## config.mk

```make
export PLATFORM = sky130hd
export DESIGN_NAME = uart_rx_core
export DESIGN_NICKNAME = d
export VERILOG_FILES = /design/src/rtl/uart_pkg.sv /design/src/rtl/uart_baud_tick.sv /design/src/rtl/uart_rx_core.sv
export SDC_FILE = /design/constraint.sdc
export NUM_CORES = 1
export LEC_CHECK = 0
export BUFFER_PORTS_ARGS = -buffer_cell sky130_fd_sc_hd__buf_4
export CAP_MARGIN = 5
export CELL_PAD_IN_SITES_DETAIL_PLACEMENT = 2
export CELL_PAD_IN_SITES_GLOBAL_PLACEMENT = 2
export CORE_MARGIN = 3
export CORE_UTILIZATION = 36
export CTS_BUF_LIST = sky130_fd_sc_hd__clkbuf_2
export DETAILED_ROUTE_END_ITERATION = 7
export PLACE_DENSITY_LB_ADDON = 0.1
export SYNTH_ARGS = -nofsm -noshare
export SYNTH_HDL_FRONTEND = slang
export SYNTH_SLANG_ARGS = --single-unit
```

## constraint.sdc

```tcl
create_clock -name clk -period 2 [get_ports clk]
set_clock_uncertainty 0.2 [all_clocks]
set_input_delay 0.3 -clock clk [delete_from_list [all_inputs] [get_ports clk]]
set_output_delay 0.3 -clock clk [all_outputs]
set_load 0.005 [all_outputs]
```

## src/rtl/uart_pkg.sv

```systemverilog
// Shared UART definitions: receive FSM state type, default frame constants
// and a helper that derives the oversample clock divider from clock/baud.
package uart_pkg;

  localparam int UART_OSR       = 16;
  localparam int UART_DATA_BITS = 8;

  typedef enum logic [2:0] {
    RX_IDLE,
    RX_START,
    RX_DATA,
    RX_PARITY,
    RX_STOP
  } rx_state_t;

  // Rounded clk cycles per oversample tick for a given clock and baud rate.
  function automatic int calc_clk_div(input int unsigned clk_hz,
                                      input int unsigned baud,
                                      input int unsigned osr);
    int unsigned ticks_hz;
    ticks_hz = baud * osr;
    return int'((clk_hz + ticks_hz / 2) / ticks_hz);
  endfunction

endpackage

```

## src/rtl/uart_baud_tick.sv

```systemverilog
// Oversample tick divider: counts 0..CLK_DIV-1 and pulses tick_o on the
// wrap cycle. clr_i restarts the count so the tick phase can be aligned to
// an external event (the RX start edge). Shared with the TX side.
module uart_baud_tick #(
  parameter int CLK_DIV = 54
) (
  input  logic clk,
  input  logic rst,
  input  logic clr_i,
  output logic tick_o
);

  localparam int CW = (CLK_DIV > 1) ? $clog2(CLK_DIV) : 1;
  localparam logic [CW-1:0] CNT_LAST = CW'(CLK_DIV - 1);

  logic [CW-1:0] cnt_q, cnt_d;

  assign tick_o = (cnt_q == CNT_LAST);

  // Next count: wrap on tick, restart on clear.
  always_comb begin
    // NOTE: default assignment first so every path drives cnt_d (no latch).
    cnt_d = cnt_q + 1'b1;
    if (clr_i || tick_o) cnt_d = '0;
  end

  // Divider counter register.
  always_ff @(posedge clk or posedge rst) begin
    if (rst) cnt_q <= '0;
    else     cnt_q <= cnt_d;
  end

endmodule

```

## src/rtl/uart_rx_core.sv

```systemverilog
// UART receive core: synchronises the serial line, oversamples at OSR x baud,
// recovers LSB-first frames and hands bytes out through a one-entry holding
// register with valid/ready. Reports framing errors and sticky overrun.
// Optional parity check is built when UART_RX_PARITY_EN is defined.
module uart_rx_core
  import uart_pkg::*;
#(
  parameter int CLK_DIV   = 54,
  parameter int OSR       = UART_OSR,
  parameter int DATA_BITS = UART_DATA_BITS
) (
  input  logic                 clk,
  input  logic                 rst,
  input  logic                 rx_i,
  output logic [DATA_BITS-1:0] rx_data_o,
  output logic                 rx_valid_o,
  input  logic                 rx_ready_i,
  output logic                 frame_err_o,
  output logic                 parity_err_o,
  output logic                 overrun_o,
  input  logic                 overrun_clr_i,
`ifdef UART_RX_PARITY_EN
  input  logic                 parity_odd_i,
`endif
  output logic                 busy_o
);

  localparam int OSW = $clog2(OSR);
  localparam int BW  = (DATA_BITS > 1) ? $clog2(DATA_BITS) : 1;
  localparam logic [OSW-1:0] OS_MID   = OSW'(OSR / 2 - 1);
  localparam logic [OSW-1:0] OS_LAST  = OSW'(OSR - 1);
  localparam logic [BW-1:0]  BIT_LAST = BW'(DATA_BITS - 1);

  logic                 sync1_q, sync2_q, prev_q;
  logic                 fall, tick, tick_clr, hold_free;
  rx_state_t            state_q;
  logic [OSW-1:0]       os_cnt_q;
  logic [BW-1:0]        bit_cnt_q;
  logic [DATA_BITS-1:0] shift_q, shift_d;
  logic [DATA_BITS-1:0] rx_data_q;
  logic                 rx_valid_q, frame_err_q, overrun_q;
`ifdef UART_RX_PARITY_EN
  logic                 par_bit_q, parity_err_q, par_bad;
`endif

  // Two-flop synchroniser plus one history flop for edge detection; all
  // preset to the idle-high line level.
  always_ff @(posedge clk or posedge rst) begin
    if (rst) begin
      sync1_q <= 1'b1;
      sync2_q <= 1'b1;
      prev_q  <= 1'b1;
    end else begin
      // NOTE: non-blocking so each flop takes the previous stage's old value.
      sync1_q <= rx_i;
      sync2_q <= sync1_q;
      prev_q  <= sync2_q;
    end
  end

  assign fall      = prev_q & ~sync2_q;
  assign tick_clr  = fall & (state_q == RX_IDLE);
  assign shift_d   = {sync2_q, shift_q[DATA_BITS-1:1]};
  assign hold_free = ~rx_valid_q | rx_ready_i;
`ifdef UART_RX_PARITY_EN
  assign par_bad   = ((^shift_q) ^ par_bit_q) != parity_odd_i;
`endif

  uart_baud_tick #(.CLK_DIV(CLK_DIV)) u_tick (
    .clk    (clk),
    .rst    (rst),
    .clr_i  (tick_clr),
    .tick_o (tick)
  );

  // Frame FSM with registered handoff, error and overrun outputs.
  always_ff @(posedge clk or posedge rst) begin
    if (rst) begin
      state_q      <= RX_IDLE;
      os_cnt_q     <= '0;
      bit_cnt_q    <= '0;
      shift_q      <= '0;
      rx_data_q    <= '0;
      rx_valid_q   <= 1'b0;
      frame_err_q  <= 1'b0;
      overrun_q    <= 1'b0;
`ifdef UART_RX_PARITY_EN
      par_bit_q    <= 1'b0;
      parity_err_q <= 1'b0;
`endif
    end else begin
      frame_err_q <= 1'b0;
`ifdef UART_RX_PARITY_EN
      parity_err_q <= 1'b0;
`endif
      // Acceptance empties the holder; a same-edge load below overrides.
      if (rx_valid_q && rx_ready_i) rx_valid_q <= 1'b0;

      case (state_q)
        RX_IDLE: begin
          if (fall) begin
            os_cnt_q <= '0;
            state_q  <= RX_START;
          end
        end
        RX_START: begin
          if (tick) begin
            if (os_cnt_q == OS_MID) begin
              if (sync2_q) begin
                state_q <= RX_IDLE;
              end else begin
                os_cnt_q  <= '0;
                bit_cnt_q <= '0;
                state_q   <= RX_DATA;
              end
            end else begin
              os_cnt_q <= os_cnt_q + 1'b1;
            end
          end
        end
        RX_DATA: begin
          if (tick) begin
            if (os_cnt_q == OS_LAST) begin
              os_cnt_q  <= '0;
              shift_q   <= shift_d;
              bit_cnt_q <= bit_cnt_q + 1'b1;
              if (bit_cnt_q == BIT_LAST) begin
`ifdef UART_RX_PARITY_EN
                state_q <= RX_PARITY;
`else
                state_q <= RX_STOP;
`endif
              end
            end else begin
              os_cnt_q <= os_cnt_q + 1'b1;
            end
          end
        end
`ifdef UART_RX_PARITY_EN
        RX_PARITY: begin
          if (tick) begin
            if (os_cnt_q == OS_LAST) begin
              os_cnt_q  <= '0;
              par_bit_q <= sync2_q;
              state_q   <= RX_STOP;
            end else begin
              os_cnt_q <= os_cnt_q + 1'b1;
            end
          end
        end
`endif
        RX_STOP: begin
          if (tick) begin
            if (os_cnt_q == OS_LAST) begin
              os_cnt_q <= '0;
              state_q  <= RX_IDLE;
              if (!sync2_q) begin
                frame_err_q <= 1'b1;
`ifdef UART_RX_PARITY_EN
              end else if (par_bad) begin
                parity_err_q <= 1'b1;
`endif
              end else if (hold_free) begin
                rx_data_q  <= shift_q;
                rx_valid_q <= 1'b1;
              end else begin
                overrun_q <= 1'b1;
              end
            end else begin
              os_cnt_q <= os_cnt_q + 1'b1;
            end
          end
        end
        default: state_q <= RX_IDLE;
      endcase

      // Clear is last so it wins over a same-cycle overrun set.
      if (overrun_clr_i) overrun_q <= 1'b0;
    end
  end

  assign rx_data_o   = rx_data_q;
  assign rx_valid_o  = rx_valid_q;
  assign frame_err_o = frame_err_q;
  assign overrun_o   = overrun_q;
  assign busy_o      = (state_q != RX_IDLE);
`ifdef UART_RX_PARITY_EN
  assign parity_err_o = parity_err_q;
`else
  assign parity_err_o = 1'b0;
`endif

endmodule

```

---- After elaboration in Yosys (flattened, before gate mapping) ----
Index checks and enable logic that the tools add are counted.
operators by class
  add/subtract/negate cells ............... 3
  equal/unequal tests ..................... 19
  multiplexer cells ....................... 40
  bitwise gates (word level) .............. 5
  reductions and logical operators ........ 17
operator list
  cell                                                              number
  3-bit 2-to-1 mux                                                  13
  4-bit 2-to-1 mux                                                  6
  1-bit 2-to-1 mux                                                  16
  5-bit AND reduction                                               3
  2-bit != test (second input constant)                             7
  3-bit one-hot mux with 4 select lines                             1
  4-bit one-hot mux with 3 select lines                             1
  2-bit nonzero test                                                5
  2-bit by 1-bit != test with 1-bit output (second input constant)  4
  8-bit AND reduction                                               1
  6-bit by 1-bit adder with 6-bit output (second input constant)    1
  3-bit == test (second input constant)                             2
  6-bit == test (second input constant)                             1
  6-bit 2-to-1 mux                                                  1
  3-bit one-hot mux with 2 select lines                             1
  6-bit AND reduction                                               1
  3-bit nonzero test                                                2
  4-bit by 1-bit adder with 4-bit output (second input constant)    1
  4-bit by 3-bit == test with 1-bit output (second input constant)  1
  4-bit == test (second input constant)                             1
  3-bit by 1-bit adder with 3-bit output (second input constant)    1
  3-bit by 1-bit == test with 1-bit output (second input constant)  1
  3-bit by 2-bit == test with 1-bit output (second input constant)  1
  3-bit zero test                                                   1
  other kinds (9)                                                   11
word-level totals
  bits in registers ....................... 38
  bits of input ports ..................... 5
  output and inout port bits .............. 13
  logic and storage cells ................. 96

---- Longest topological paths before layout ----
  depth after elaboration ................. 8
  gate-level depth with buffers ........... 8

---- Cells and area by module ----
A second synthesis with hierarchy kept.
second synthesis, totals
  cell total of the unflattened synthesis .. 157
  area, all modules ....................... 1879.3 µm²
modules (own cells, without submodules)
  module          instances  cells an instance  area each (µm²)
  uart_rx_core    1          130                1585.3
  uart_baud_tick  1          27                 294.0

---- Least setup slack after synthesis ----
Ideal clock, no wire load.
  path type ............................... reg-to-reg
  start ................................... register state_q[0]
  end ..................................... register state_q[1]
  arrival ................................. 1.799 ns
  data required time ...................... 1.675 ns
  slack ................................... -0.124 ns
  cell stages (with the launch flop) ...... 8
  buffers on the path ..................... 2
  cells stage by stage .................... dfrtp_1 -> buf_6 -> or3_1 -> buf_6 -> nand3_4 -> o21ai_1 -> or3_4 -> mux2_4
on the way
  word-level cells in the longest chain between the ends .. 3
  elaborated cells on any way between the ends .. 14
  those cells by class .................... eq/ne: 11; mux: 1; reduce/logical: 2
ends and longest elaborated chain
  item                                                                                        line                 source
  start, declared                                                                             uart_rx_core.sv:36   rx_state_t state_q;
  start signal, assigned                                                                      uart_rx_core.sv:79   state_q <= RX_IDLE;
  start signal, assigned                                                                      uart_rx_core.sv:103  state_q <= RX_START;
  start signal, assigned                                                                      uart_rx_core.sv:110  state_q <= RX_IDLE;
  3-bit by 1-bit == test with 1-bit output, or another cell as far along                      uart_rx_core.sv:99   case (state_q)
  2-bit by 1-bit != test with 1-bit output (no line) / 2-bit != test (equally long branches)  --
  8-bit AND reduction (no line)                                                               --
Parallel ways exist; a longest one is shown, timed or not.
A chain may end at the register's enable or synchronous reset.

---- Final worst setup path ----
  start ................................... register u_tick.cnt_q[1]
  end ..................................... register rx_data_q[2], in the netlist rx_data_o[2]
on the way
  word-level cells in the longest chain between the ends .. 2
ends and longest elaborated chain
  item                           line                  source
  start, declared                uart_baud_tick.sv:16  logic [CW-1:0] cnt_q, cnt_d;
  start signal, assigned         uart_baud_tick.sv:30  else cnt_q <= cnt_d;
  6-bit == test                  uart_baud_tick.sv:18  assign tick_o = (cnt_q == CNT_LAST);
  5-bit AND reduction (no line)  --
  end signal, assigned           uart_rx_core.sv:164   rx_data_q <= shift_q;
  end, declared                  uart_rx_core.sv:40    logic [DATA_BITS-1:0] rx_data_q;
No other way between the ends.

==> run metrics <==
status=complete, but fails checks; failing checks=setup timing; Sink Count=38; Root Driver=clkbuf_2; dpl cell area=0.00213 mm2; # DRC=0; syn nets=161; Syn Area/Cell=11.6 um2; worst reg2reg setup slack=-0.09 ns; Worst-Skew Late Latency=between 0.4 and 0.5 ns; worst hold path class=reg2reg; leak pwr=between 1 and 1.5 nW; drt first pass iters=4; GRT Residual Overflow=0; final instance area=0.00240 mm2; Core Area=about 0.0045 mm2; area growth from synthesis to layout=37.7%; Worst-path clk slew=around 0.18 ns; Final Setup Violations=19; Placer Congestion=slightly above 0.8; worst hold start=sync1_q; # IOs=18; pre-CTS WS=-0.133 ns; first-pass GRT wire length=7770 um; Seq cells post-synth=38; Post-DRT Antenna Nets=0; Crit Reg-Reg Startpoint=u_tick.cnt_q[1]; sequential fraction of the synthesis area=0.547; Die ar.=around 0.0057 mm2; Hold Path End=sync2_q; buffer depth of the longest clock path=2; row cnt=24; antenna violations before repair=0; ys async rst share=1.00; final wirelength=around 4700 um; Worst Path Required=2.09 ns; fin crit period=between 2 and 2.5 ns; H-tree Lvls=2; wire length per cell=~18 um; antenna fix cells=0; WP data arrival=roughly 2.2 ns; max frequency=roughly 480 MHz; Crit path largest cell delay=0.42 ns; Critical R2R Capture=rx_data_o[2]; Critical Path Start Type=flip-flop; RSZ-0062 raised after global routing=yes; Final Hold Fails=0; Post-DP HPWL=3170 um; die height=about 76 um; Pins Over Slew Limit=0; Tcrit/Tclk final=1.04; total CTS buffers=5; gr usage total=0.188; vias in the first global route=about 1600; Warnings, synthesis=0; CP Capture Type=flip-flop; main flop type after synthesis=dfrtp_1; setup TNS=-0.993 ns; Cell Chain, Critical Path=inv_1 > ha_1 > and4b_1 > nand4_1 > nor2_2 > and3_4 > buf_12 > mux2_4; peak supply drop=about 0.6 mV; layout net count=between 200 and 250; CP max-delay cell=dfrtp_1; routed vias=approximately 1300; Layout Utilization=0.533; DIE WIDTH=between 70 and 80 um; WS Path Type=reg2reg; Post-synth EDFFs=0; Syn Std Cell Area=between 0.0015 and 0.002 mm2; CTS tree=built; Vias/cell=~5; IO Port Bufs=16; setup ws final=-0.0859 ns; worst-path maximum fanout=8; layout cells sized above 1=0.454; worst r2r path cells=8; maxcap violations=0; Netlist cell types=37; DR iter-0 viols=39; worst hold path depth=0; FILL cells=~450; pwr dens=roughly 1200 mW/mm2; largest net degree at the start of global routing=39; Starting Density=0.387; Synth Instances=151
per-layer routing:
| layer | GRT usage | vias to the layer above | wire [um] |
|---|---|---|---|
| met1 | 0.226 | 689 | 2030 |
| li1 | - | 622 | - |
| met3 | 0.0435 | 5 | 125 |
| met5 | 0 | - | 0 |
| met4 | 0.0524 | 0 | 41 |
| met2 | 0.336 | 18 | 2540 |
where the power goes:
group	internal [mW]	switching, mW
Clock	0.213	0.262
Sequential	0.877	0.0970
Combinational	0.774	0.619
registers in the layout, indices dropped and copies added, names as in the netlist:
name,flops
rx_data_o,8
shift_q,8
u_tick.cnt_q,6
os_cnt_q,4
bit_cnt_q,3
state_q,3
frame_err_o,1
overrun_o,1
prev_q,1
rx_valid_o,1
sync1_q,1
sync2_q,1
synthesized netlist by cell type, drive strengths merged (2+ instances only):
cell,instances,area [um2]
dfstp,3,78.8
buf,5,40.0
a31oi,2,12.5
xnor2,3,26.3
nand2,12,45.0
nand2b,4,25.0
or3,2,17.5
o31ai,2,15.0
and2,2,12.5
nor4,2,12.5
nand3,5,37.5
nor2,18,67.6
and3,3,18.8
mux2,20,229
o21ai,8,40.0
xor2,2,17.5
inv,4,15.0
dfrtp,35,876
clkbuf,3,11.3
ha,5,62.6
repair_timing:
item,4_1_cts,5_1_grt
setup endpoints to repair,24,27
pin swaps,7,1
hold endpoints to repair,38,0
resized for setup,17,7
setup buffers,8,2
hold buffers,4,0
logic make-up after synthesis:
family                   count (synthesis)  share of synthesized area
other                                    1                    0.00215
AO/OA/AOI/OAI                           15                     0.0531
multiplexers                            20                      0.131
adder cells (fa/ha/maj)                  6                     0.0416
flip-flops                              38                      0.547
buffers and inverters                   12                     0.0380
XOR/XNOR                                 5                     0.0251
AND/OR/NAND/NOR                         54                      0.161
placed cells by master (no fill, tap or decap), types with 2 or more instances in the layout:
cell type and count:
a31oi_1 2, and2_1 2, and3_1 2, buf_12 2, buf_4 45, buf_6 5
clkbuf_2 6, dfrtp_1 35, dfstp_2 3, dlygate4sd3_1 4, ha_1 5, inv_1 4
mux2_2 4, mux2_4 16, nand2_1 11, nand2b_1 2, nand2b_4 2, nand3_1 4
nor2_1 16, o21ai_0 4, o21ai_1 4, o31ai_1 2, or3_4 2, xnor2_1 3
xor2_1 2
critical path: cells and delay by family, from the launching register on:
kind,cells,cell delay (ns)
adders and majority gates,1,0.12
buffers and inverters,2,0.20
DFF,1,0.42
and+or+nand+nor,4,0.75
muxes,1,0.30
layout make-up:
type / count / area (um2) / share of cell area
clock inverters: 2 / 33.8 / 0.0141
inverters: 4 / 15.0 / 0.00625
multi-input cells: 101 / 828 / 0.345
well taps: 52 / 65.1 / 0.0271
repair buffers: 56 / 474 / 0.197
flip-flops and latches: 38 / 955 / 0.398
clock buffers: 6 / 30.0 / 0.0125
through the flow:
step / hold slack, ns / power [mW] / instances
2_1_floorplan: 0.104 / 1.57 / 151
3_3_place_gp: 0.148 / 1.96 / 237
3_5_place_dp: 0.149 / 2.04 / 237
4_1_cts: 0.174 / 2.74 / 257
5_1_grt: 0.180 / 3.07 / 259
6_report: 0.172 / 2.84 / 259
worst max-delay path by stage:
stage                         endpoint  slack (ns)  cells after the start             from
after floorplan             state_q[1]       -0.12                      7       state_q[0]
after global placement    bit_cnt_q[2]       -0.05                      6  u_tick.cnt_q[1]
after detailed placement  bit_cnt_q[1]       -0.13                      6       state_q[0]
after CTS                 rx_data_o[2]       -0.11                      8  u_tick.cnt_q[1]
after global routing      rx_data_o[6]       -0.21                      8  u_tick.cnt_q[1]
final                     rx_data_o[2]       -0.09                      8  u_tick.cnt_q[1]
No activity file was read; power rests on OpenSTA's default activity.
